<file path="config.mk">
export PLATFORM = sky130hd
export DESIGN_NAME = bcd_conv_arb_flat
export DESIGN_NICKNAME = d
export VERILOG_FILES = /design/src/rtl/bcd_conv_arb_if.sv /design/src/rtl/bcd_conv_arb.sv /design/src/flat_wrapper.sv
export SDC_FILE = /design/constraint.sdc
export NUM_CORES = 1
export LEC_CHECK = 0
export ABC_AREA = 1
export CORE_ASPECT_RATIO = 1.4
export CORE_MARGIN = 8
export CORE_UTILIZATION = 30
export DETAILED_ROUTE_END_ITERATION = 6
export DONT_BUFFER_PORTS = 1
export GPL_TIMING_DRIVEN = 0
export PLACE_DENSITY_LB_ADDON = 0.15
export SYNTH_ARGS = -nofsm -noshare
export SYNTH_HDL_FRONTEND = slang
export SYNTH_SLANG_ARGS = --single-unit
</file>
<file path="constraint.sdc">
create_clock -name iCLK -period 2.1 [get_ports iCLK]
set_input_delay 0.42 -clock iCLK [delete_from_list [all_inputs] [get_ports iCLK]]
set_output_delay 0.42 -clock iCLK [all_outputs]
set_load 0.1 [all_outputs]
</file>
<file path="src/rtl/bcd_conv_arb_if.sv">
// Request/grant and result handshake bundle for the shared binary-to-BCD engine.
// The engine connects to the slave modport; requesters and consumer use master.
interface bcd_conv_arb_if #(
    parameter int unsigned BIN_W  = 8,
    parameter int unsigned DIGITS = 3
);
    logic                  iREQ0;
    logic [BIN_W-1:0]      iBIN0;
    logic                  oGNT0;
    logic                  iREQ1;
    logic [BIN_W-1:0]      iBIN1;
    logic                  oGNT1;
    logic                  oBUSY;
    logic                  oVALID;
    logic [4*DIGITS-1:0]   oBCD;
    logic                  oSRC;
    logic                  iREADY;

    modport slave (
        input  iREQ0, iBIN0, iREQ1, iBIN1, iREADY,
        output oGNT0, oGNT1, oBUSY, oVALID, oBCD, oSRC
    );

    modport master (
        output iREQ0, iBIN0, iREQ1, iBIN1, iREADY,
        input  oGNT0, oGNT1, oBUSY, oVALID, oBCD, oSRC
    );
endinterface

</file>
<file path="src/rtl/bcd_conv_arb.sv">
// Time-shared double-dabble binary-to-BCD engine with a two-way round-robin arbiter.
// One shift per clock; the result is held on a valid/ready output until accepted.
module bcd_conv_arb #(
    parameter int unsigned BIN_W  = 8,
    parameter int unsigned DIGITS = 3
) (
    input logic           iCLK,
    input logic           iRSTn,
    bcd_conv_arb_if.slave bus
);
    localparam int unsigned CntW = $clog2(BIN_W);
    localparam int unsigned BcdW = 4 * DIGITS;

    typedef enum logic [1:0] {StIdle, StShift, StDone} stateT;

    stateT            state;
    logic             ptr;
    logic             winner;
    logic             gnt0;
    logic             gnt1;
    logic             valid;
    logic             src;
    logic [CntW-1:0]  cnt;
    logic [BIN_W-1:0] binSh;
    logic [BcdW-1:0]  bcdAcc;
    logic [BcdW-1:0]  bcdAdj;
    logic [BcdW-1:0]  bcdNext;
    logic [BcdW-1:0]  bcdOut;
    logic             pick;

    // Per-digit +3 adjust; digits never carry into each other.
    always_comb begin
        bcdAdj = '0;
        for (int i = 0; i < int'(DIGITS); i++) begin
            if (bcdAcc[4*i +: 4] >= 4'd5) begin
                bcdAdj[4*i +: 4] = bcdAcc[4*i +: 4] + 4'd3;
            end else begin
                bcdAdj[4*i +: 4] = bcdAcc[4*i +: 4];
            end
        end
        bcdNext = (bcdAdj << 1) | BcdW'(binSh[BIN_W-1]);
    end

    // pick=1 selects requester 1; the pointer only matters when both are asking.
    assign pick = (bus.iREQ0 && bus.iREQ1) ? ptr : bus.iREQ1;

    always_ff @(posedge iCLK or negedge iRSTn) begin
        if (!iRSTn) begin
            state  <= StIdle;
            ptr    <= 1'b0;
            winner <= 1'b0;
            gnt0   <= 1'b0;
            gnt1   <= 1'b0;
            valid  <= 1'b0;
            src    <= 1'b0;
            cnt    <= '0;
            binSh  <= '0;
            bcdAcc <= '0;
            bcdOut <= '0;
        end else begin
            gnt0 <= 1'b0;
            gnt1 <= 1'b0;
            case (state)
                StIdle: begin
                    if (bus.iREQ0 || bus.iREQ1) begin
                        winner <= pick;
                        ptr    <= ~pick;
                        gnt0   <= ~pick;
                        gnt1   <= pick;
                        binSh  <= pick ? bus.iBIN1 : bus.iBIN0;
                        bcdAcc <= '0;
                        cnt    <= '0;
                        state  <= StShift;
                    end
                end
                StShift: begin
                    bcdAcc <= bcdNext;
                    binSh  <= binSh << 1;
                    cnt    <= cnt + CntW'(1);
                    if (cnt == CntW'(BIN_W - 1)) begin
                        bcdOut <= bcdNext;
                        src    <= winner;
                        valid  <= 1'b1;
                        state  <= StDone;
                    end
                end
                StDone: begin
                    if (bus.iREADY) begin
                        valid <= 1'b0;
                        state <= StIdle;
                    end
                end
                default: state <= StIdle;
            endcase
        end
    end

    assign bus.oGNT0  = gnt0;
    assign bus.oGNT1  = gnt1;
    assign bus.oBUSY  = (state != StIdle);
    assign bus.oVALID = valid;
    assign bus.oBCD   = bcdOut;
    assign bus.oSRC   = src;
endmodule

</file>
<file path="src/flat_wrapper.sv">
// flat-port wrapper written by rule: the top's interface ports become plain ports
module bcd_conv_arb_flat 
#(
    parameter int unsigned BIN_W  = 8,
    parameter int unsigned DIGITS = 3
)
  (iCLK, iRSTn, bus_iREQ0, bus_iBIN0, bus_iREQ1, bus_iBIN1, bus_iREADY, bus_oGNT0, bus_oGNT1, bus_oBUSY, bus_oVALID, bus_oBCD, bus_oSRC);
  bcd_conv_arb_if #(.BIN_W(BIN_W), .DIGITS(DIGITS)) bus_i ();
  input logic iCLK;
  input logic iRSTn;
  input wire logic [$bits(bus_i.iREQ0)-1:0] bus_iREQ0;
  input wire logic [$bits(bus_i.iBIN0)-1:0] bus_iBIN0;
  input wire logic [$bits(bus_i.iREQ1)-1:0] bus_iREQ1;
  input wire logic [$bits(bus_i.iBIN1)-1:0] bus_iBIN1;
  input wire logic [$bits(bus_i.iREADY)-1:0] bus_iREADY;
  output wire logic [$bits(bus_i.oGNT0)-1:0] bus_oGNT0;
  output wire logic [$bits(bus_i.oGNT1)-1:0] bus_oGNT1;
  output wire logic [$bits(bus_i.oBUSY)-1:0] bus_oBUSY;
  output wire logic [$bits(bus_i.oVALID)-1:0] bus_oVALID;
  output wire logic [$bits(bus_i.oBCD)-1:0] bus_oBCD;
  output wire logic [$bits(bus_i.oSRC)-1:0] bus_oSRC;
  assign bus_i.iREQ0 = bus_iREQ0;
  assign bus_i.iBIN0 = bus_iBIN0;
  assign bus_i.iREQ1 = bus_iREQ1;
  assign bus_i.iBIN1 = bus_iBIN1;
  assign bus_i.iREADY = bus_iREADY;
  assign bus_oGNT0 = bus_i.oGNT0;
  assign bus_oGNT1 = bus_i.oGNT1;
  assign bus_oBUSY = bus_i.oBUSY;
  assign bus_oVALID = bus_i.oVALID;
  assign bus_oBCD = bus_i.oBCD;
  assign bus_oSRC = bus_i.oSRC;
  bcd_conv_arb #(.BIN_W(BIN_W), .DIGITS(DIGITS)) u_core (.iCLK(iCLK), .iRSTn(iRSTn), .bus(bus_i));
endmodule
</file>
Word level (Yosys, flattened, before mapping)
Cells that the tools add are included.
Cells by class
  $add $sub $neg: 4
  $lt $le $gt $ge: 3
  equality and inequality tests: 6
  muxes and demuxes: 22
  bitwise logic cells: 2
  reductions and logical operators: 11
Operators by type and width (count)
  one-hot mux 12 bit (2 select lines): 1
  2-to-1 mux 8 bit: 2
  one-hot mux 8 bit (2 select lines): 1
  greater-or-equal comparator 4 x 3 -> 1 bit (second input constant): 3
  2-to-1 mux 12 bit: 1
  bitwise OR 12 x 1 -> 12 bit: 1
  adder 4 x 2 -> 4 bit (second input constant): 2
  2-to-1 mux 4 bit: 2
  2-to-1 mux 1 bit: 7
  2-to-1 mux 2 bit: 3
  2-to-1 mux 3 bit: 2
  one-hot mux 2 bit (3 select lines): 1
  one-hot mux 3 bit (2 select lines): 1
  AND reduction 2 bit: 3
  AND reduction 3 bit: 2
  nonzero test 2 bit: 3
  != test 2 x 1 -> 1 bit (second input constant): 2
  adder 3 x 1 -> 3 bit (second input constant): 1
  adder 3 x 2 -> 3 bit (second input constant): 1
  equality test 3 bit (second input constant): 1
  equality test 2 x 1 -> 1 bit (second input constant): 1
  equality test 2 bit (second input constant): 1
  zero test 2 bit: 1
  != test 2 bit (second input constant): 1
  4 further kinds: 4
Storage, ports and cells
  register bits: 43
  input bits: 21
  output and inout port bits: 17
  word-level logic and storage cells: 59

Depth between registers and ports, before layout
Gate-level depths: netlist (run 1).
  depth after elaboration: 5
  gate-level depth with buffers: 9
  depth with buffers taken out: 9

Least setup slack after synthesis (run 1)
OpenSTA, ideal clock, no wires.
  path type: register to output
  from: reg u_core.state[0]
  to: out bus_oBUSY
  data arrival time: 1.072 ns
  data required time: 1.680 ns
  setup slack: 0.608 ns
  cell stages (with the launch flop): 3
  path buffers: 0
  cell sequence: dfrtp_1 > nor2_2 > inv_1
On the way
  longest elaborated chain between the ends: 1
RTL lines
  start: declaration: RTL line bcd_conv_arb.sv:16  | stateT state;
  start signal: assignment: RTL line bcd_conv_arb.sv:49  | state <= StIdle;
  start signal: assignment: RTL line bcd_conv_arb.sv:73  | state <= StShift;
  start signal: assignment: RTL line bcd_conv_arb.sv:84  | state <= StDone;
  nonzero test 2 bit: RTL line bcd_conv_arb.sv:100  | assign bus.oBUSY = (state != StIdle);
  end: declaration: RTL line flat_wrapper.sv:18  | output wire logic [$bits(bus_i.oBUSY)-1:0] bus_oBUSY;
Every way passes these cells.

Worst setup path after layout (run 1)
Same ends and word-level chain as after synthesis.

==> run metrics, run 1 <==
effective utilization at floorplan 30.23%; DRC viols 0; EDFF count, synth 0; Clock Latency Late Sink 0.29 ns; DRT Wirelength 4.803 mm; total die area 10300 um^2; Synth Net Count 302; HP Class in -> reg; top-level I/O count 38; area grow syn2layout 13.35%; clk slew on worst S/H paths 0.08 ns; WP data arrival 1.46 ns; fin crit period 1.878 ns; Post-Layout Cell Count 380; Final Cycle Share 89.42%; CTS tree yes; cts repair resizes 0; vias 1705; Req. time, crit path 1.68 ns; Die W 88.10 um; DR iter-0 viols 109; f_max 532.5 MHz; Placer Congestion 0.7659; Routed WL per cell 12.64 um; DRT Pass-1 Iters 4; post-synth cell types 20; number of buffers created by CTS 5; Main synth FF type dfrtp_1; Final Core Density 34.27%; RSZ-0062 raised after global routing no; Synth Register Bits 43; Final ANT Viol Nets 0; max capacitance violation total 0; CP Capture Type primary output; Final setup viols 0; reg-to-reg slack, setup 0.60 ns; largest net degree at the start of global routing 44; via/cell ratio 4.487; hpwl dp 3.498 mm; antenna violations before repair 0; Post-layout nets 311; clock buffer depth 2; worst reg2reg path depth 3; Fin. Hold Viols 0; fraction of layout instances using a drive strength above 1 8.834%; Min-Delay Path Depth 1; CP Launch Type flop; max-slew violations 0; vias in the first global route 1794; CTS H-tree lvls 2; TNS Setup 0 ns; worst-path fanout max 4; Placed Cells 370; hold path start bus_iREADY; skew final 0.009149 ns; Die H 116.9 um; Floorplan Core Area 7222 um^2; Slew @ Worst Pin 0.9345 ns; Avg Inst Size Synth 7.998 um^2; FFs w/ async S/R, synth 100.0%; register area share after synthesis 49.28%; crit path kind reg -> out; first-pass GRT wire length 8.521 mm; GRT Residual Overflow 0; Post-Syn Instances 273; Hold Path Sink u_core.state[1]$_DFFE_PN0P_; Tot GR Track Use 10.60%; Buffers on Ports 0; outcome complete, no violations; Post-Synthesis Cell Area 2183 um^2; clock tree root driver cell clkbuf_8; Worst R2R End u_core.winner$_DFFE_PN0P_; clk sink count 43; Rows 37; RR Startpoint u_core.state[0]$_DFFE_PN0P_; Slew headroom 37.70%; yosys warns 0; # diodes 0
[cell usage after synthesis, types with 2 or more instances]
| master | n | area, um^2 |
|---|---|---|
| ha_1 | 8 | 100.1 |
| nor2_1 | 7 | 26.28 |
| buf_6 | 3 | 33.78 |
| o22ai_1 | 3 | 18.77 |
| nand4_1 | 4 | 25.02 |
| nand2_1 | 99 | 371.6 |
| inv_2 | 4 | 15.01 |
| buf_4 | 2 | 15.01 |
| o21ai_0 | 12 | 60.06 |
| nand2_2 | 2 | 12.51 |
| dfrtp_1 | 43 | 1076 |
| inv_1 | 34 | 127.6 |
| nand3_1 | 43 | 215.2 |
| nand2_4 | 3 | 33.78 |
[layout make-up]
type / instances / area [um^2]
Buffer: 6 / 68.82
Clock buffer: 6 / 72.57
Clock inverter: 2 / 60.06
Fill cell: 774 / 4747
Inverter: 39 / 148.9
Multi-Input combinational cell: 185 / 889.6
Sequential cell: 43 / 1076
Tap cell: 97 / 121.4
Timing Repair Buffer: 2 / 37.54
[worst max-delay path by stage]
stage / from / end / slack, ns / depth (start not counted)
after global routing: u_core.state[0]$_DFFE_PN0P_ / bus_oBUSY / 0.16 / 2
after detailed placement: u_core.state[0]$_DFFE_PN0P_ / bus_oBUSY / 0.54 / 2
after global placement: u_core.state[0]$_DFFE_PN0P_ / bus_oBUSY / 0.54 / 2
after floorplan: u_core.state[0]$_DFFE_PN0P_ / bus_oBUSY / 0.61 / 2
final: u_core.state[0]$_DFFE_PN0P_ / bus_oBUSY / 0.22 / 2
after CTS: u_core.state[0]$_DFFE_PN0P_ / bus_oBUSY / 0.20 / 2
[state kept, by name, indices dropped and copies added (netlist names)]
| signal | cells |
|---|---|
| u_core.bcdAcc | 12 |
| u_core.state | 2 |
| u_core.cnt | 3 |
| u_core.bus.oVALID | 1 |
| u_core.bus.oGNT0 | 1 |
| u_core.bus.oSRC | 1 |
| u_core.winner | 1 |
| u_core.bus.oGNT1 | 1 |
| u_core.binSh | 8 |
| u_core.ptr | 1 |
| u_core.bus.oBCD | 12 |
[repair_timing]
item                      CTS  global route
hold buffers                2             0
setup buffers               0             0
hold endpoints to repair   43             0
[cell families (layout without fill, tap and decap cells)]
| kind of cell | after synthesis | in the layout | share of synthesized area, % |
|---|---|---|---|
| AO/OA/AOI/OAI | 18 | 18 | 4.527 |
| adder cells (fa/ha/maj) | 8 | 8 | 4.585 |
| buffers and inverters | 45 | 55 | 9.971 |
| flip-flops | 43 | 43 | 49.28 |
| AND/OR/NAND/NOR | 159 | 159 | 31.63 |
[worst max-delay path, cell delays in order (launching register included)]
cell and delay (ns):
dfrtp_1 0.43, nor2_2 0.09, inv_1 0.65
[layout by cell type (no fill, tap or decap)]
master,n
nand2_1,99
nand3_1,43
dfrtp_1,43
inv_1,34
o21ai_0,12
ha_1,8
nor2_1,7
clkbuf_8,5
inv_2,4
nand4_1,4
buf_6,3
nand2_4,3
o22ai_1,3
buf_4,2
nand2_2,2
bufinv_16,2
nor2_2,1
buf_12,1
inv_4,1
a21oi_1,1
o21bai_1,1
o31ai_1,1
clkbuf_1,1
buf_16,1
dlygate4sd3_1,1
[layer usage]
metal | track usage, % | vias to the layer above | routed length (um)
met4 | 4.077 | 0 | 74
met1 | 12.58 | 781 | 2129
li1 | - | 877 | -
met2 | 17.72 | 42 | 2356
met5 | 0 | - | 0
met3 | 2.865 | 5 | 243
[metrics by stage]
| step | setup slack (ns) | area [um^2] | hold slack (ns) |
|---|---|---|---|
| after floorplan | 0.6076 | 2183 | 0.1244 |
| after global placement | 0.5412 | 2305 | 0.1258 |
| after detailed placement | 0.5399 | 2305 | 0.1259 |
| after CTS | 0.2036 | 2475 | 0.2060 |
| after global routing | 0.1570 | 2475 | 0.1930 |
| final | 0.2222 | 2475 | 0.2214 |
Power of run 1 is left out: the tool's default activity adds up to more than one toggle a clock period on the data nets, which glitch-free logic cannot reach.
==> inputs of run 2 (changes only) <==
- ABC_CLOCK_PERIOD_IN_PS: unset -> 2100
==> results of run 2 <==
The final DEF is identical to that of run 1; final timing and power are the same.
Power of run 2 is left out for the same reason.
==> inputs of run 3 (changes only) <==
- CORE_MARGIN: 8 -> 2
==> run metrics, run 3 (synthesis results as in run 1) <==
outcome complete, no violations (unchanged); TNS Setup 0 ns (unchanged); Placer Congestion 0.8376 (was 0.7659); Slew headroom 39.58% (was 37.70%); postcts setup bufs 0 (unchanged); delay of the slowest cell on the worst path 0.64 ns (was 0.65 ns); Levels on crit path 2 (unchanged); HP Class in -> reg (unchanged); Min-Delay Path Depth 1 (unchanged); DRT Wirelength 4.568 mm (was 4.803 mm); Final setup viols 0 (unchanged); clock buffer depth 2 (unchanged); effective utilization at floorplan 31.07% (was 30.23%); Final ANT Viol Nets 0 (unchanged); Die W 76.10 um (was 88.10 um); clock tree root driver cell clkbuf_8 (unchanged); Floorplan Core Area 7027 um^2 (was 7222 um^2); vias 1673 (was 1705); Final Cycle Share 89.21% (was 89.42%); worst setup path end bus_oBUSY (unchanged); total die area 7986 um^2 (was 10300 um^2); Post-layout nets 311 (unchanged); Rows 36 (was 37); antenna violations before repair 0 (unchanged); routed length on met2 2.227 mm (was 2.356 mm); DRT Pass-1 Iters 4 (unchanged); Worst R2R End u_core.winner$_DFFE_PN0P_ (unchanged); worst reg2reg path depth 3 (unchanged); cts repair resizes 0 (unchanged); Hold WS 0.2091 ns (was 0.2214 ns); worst-path fanout max 4 (unchanged); register area 1076 um^2 (unchanged); commonest non-fill, non-tap cell in the layout nand2_1 (unchanged); hpwl dp 3.260 mm (was 3.498 mm); hold_buf cts 2 (unchanged); most frequent cells in the layout nand2_1 (99), nand3_1 (43), dfrtp_1 (43) (unchanged); reg-to-reg slack, setup 0.62 ns (was 0.60 ns); Fin. Hold Viols 0 (unchanged); CP startpoint u_core.state[0]$_DFFE_PN0P_ (unchanged); # diodes 0 (unchanged); CP Launch Type flop (unchanged); Die H 104.9 um (was 116.9 um); CTS tree yes (unchanged); max-slew violations 0 (unchanged); Buf+Inv Stages, Crit Path 1 (unchanged); fraction of layout instances using a drive strength above 1 9.187% (was 8.834%); DRC viols 0 (unchanged); clk sink count 43 (unchanged); WP data arrival 1.45 ns (was 1.46 ns); top-level I/O count 38 (unchanged); RSZ-0062 raised after global routing no (unchanged); fillcell total 769 (was 774); cell chain of the critical path nor2_2 -> inv_1 (unchanged); number of buffers created by CTS 5 (unchanged); via/cell ratio 4.426 (was 4.487); CTS H-tree lvls 2 (unchanged); max capacitance violation total 0 (unchanged); CP Capture Type primary output (unchanged); DR top layer met4 (unchanged); Clock Latency Late Sink 0.30 ns (was 0.29 ns); vias in the first global route 1730 (was 1794); Routed WL per cell 12.08 um (was 12.64 um); clk slew on worst S/H paths 0.09 ns (was 0.08 ns); fin crit period 1.873 ns (was 1.878 ns); crit path kind reg -> out (unchanged); f_max 533.8 MHz (was 532.5 MHz); met3 WL 151 um (was 243 um); skew final 0.01229 ns (was 0.009149 ns); Tot GR Track Use 12.33% (was 10.60%); Buffers on Ports 0 (unchanged); Critical-path top delay cell inv_1 (unchanged); first-pass GRT wire length 7.907 mm (was 8.521 mm); DR iter-0 viols 81 (was 109); Largest delay share family, worst path buffers and inverters (unchanged); Req. time, crit path 1.68 ns (about the same); M1 WL 2.092 mm (was 2.129 mm); multi-input logic area 889.6 um^2 (unchanged); Slew @ Worst Pin 0.9064 ns (was 0.9345 ns); RR Startpoint u_core.state[0]$_DFFE_PN0P_ (unchanged); largest net degree at the start of global routing 44 (unchanged); area grow syn2layout 12.32% (was 13.35%); GRT Residual Overflow 0 (unchanged)
-- run 3: cell count changes in the layout (fill, tap and decap cells not counted) --
cell / before / now
bufinv_16: 2 / 1
clkbuf_1: 1 / 0
clkinv_2: 0 / 1
clkinv_4: 0 / 1
-- run 3: area by class of cell --
class                           instances  share of cell area (%)
Sequential cell                        43                   43.88
Timing Repair Buffer                    2                   1.531
Clock buffer                            5                   2.806
Inverter                               39                   6.071
Tap cell                               95                   4.847
Multi-Input combinational cell        185                   36.28
Buffer                                  6                   2.806
Clock inverter                          3                   1.786
-- run 3: metal layers --
layer  GRT usage (%)  vias up
li1                -      874
met1           14.06      755
met2           22.00       37
met3           2.936        7
met4           5.065        0
met5               0        -
-- run 3: how the worst min path moves through the flow --
stage / end / slack (ns) / startpoint
floorplan: u_core.bcdAcc[0]$_DFFE_PN0P_ / 0.12 / iRSTn
global route: u_core.state[1]$_DFFE_PN0P_ / 0.19 / bus_iREADY
finish: u_core.state[1]$_DFFE_PN0P_ / 0.21 / bus_iREADY
global placement: u_core.bus.oBCD[2]$_DFFE_PN0P_ / 0.13 / iRSTn
CTS: u_core.state[1]$_DFFE_PN0P_ / 0.20 / bus_iREADY
detailed placement: u_core.bcdAcc[2]$_DFFE_PN0P_ / 0.13 / iRSTn
-- run 3: worst reg2reg max path, stage by stage, from the launching register on --
cell and delay, ns:
dfrtp_1 0.42, nor2_2 0.09, inv_1 0.64, o21ai_0 0.19
-- run 3: through the flow --
stage / area, um^2 / utilization [%] / setup WS [ns] / cells
2_1_floorplan: 2183 / - / 0.6076 / 273
3_3_place_gp: 2302 / 32.76 / 0.5550 / 368
3_5_place_dp: 2302 / 32.76 / 0.5533 / 368
4_1_cts: 2452 / 34.90 / 0.2033 / 378
5_1_grt: 2452 / 34.90 / 0.1500 / 378
6_report: 2452 / 34.90 / 0.2265 / 378
Power of run 3 is left out for the same reason.
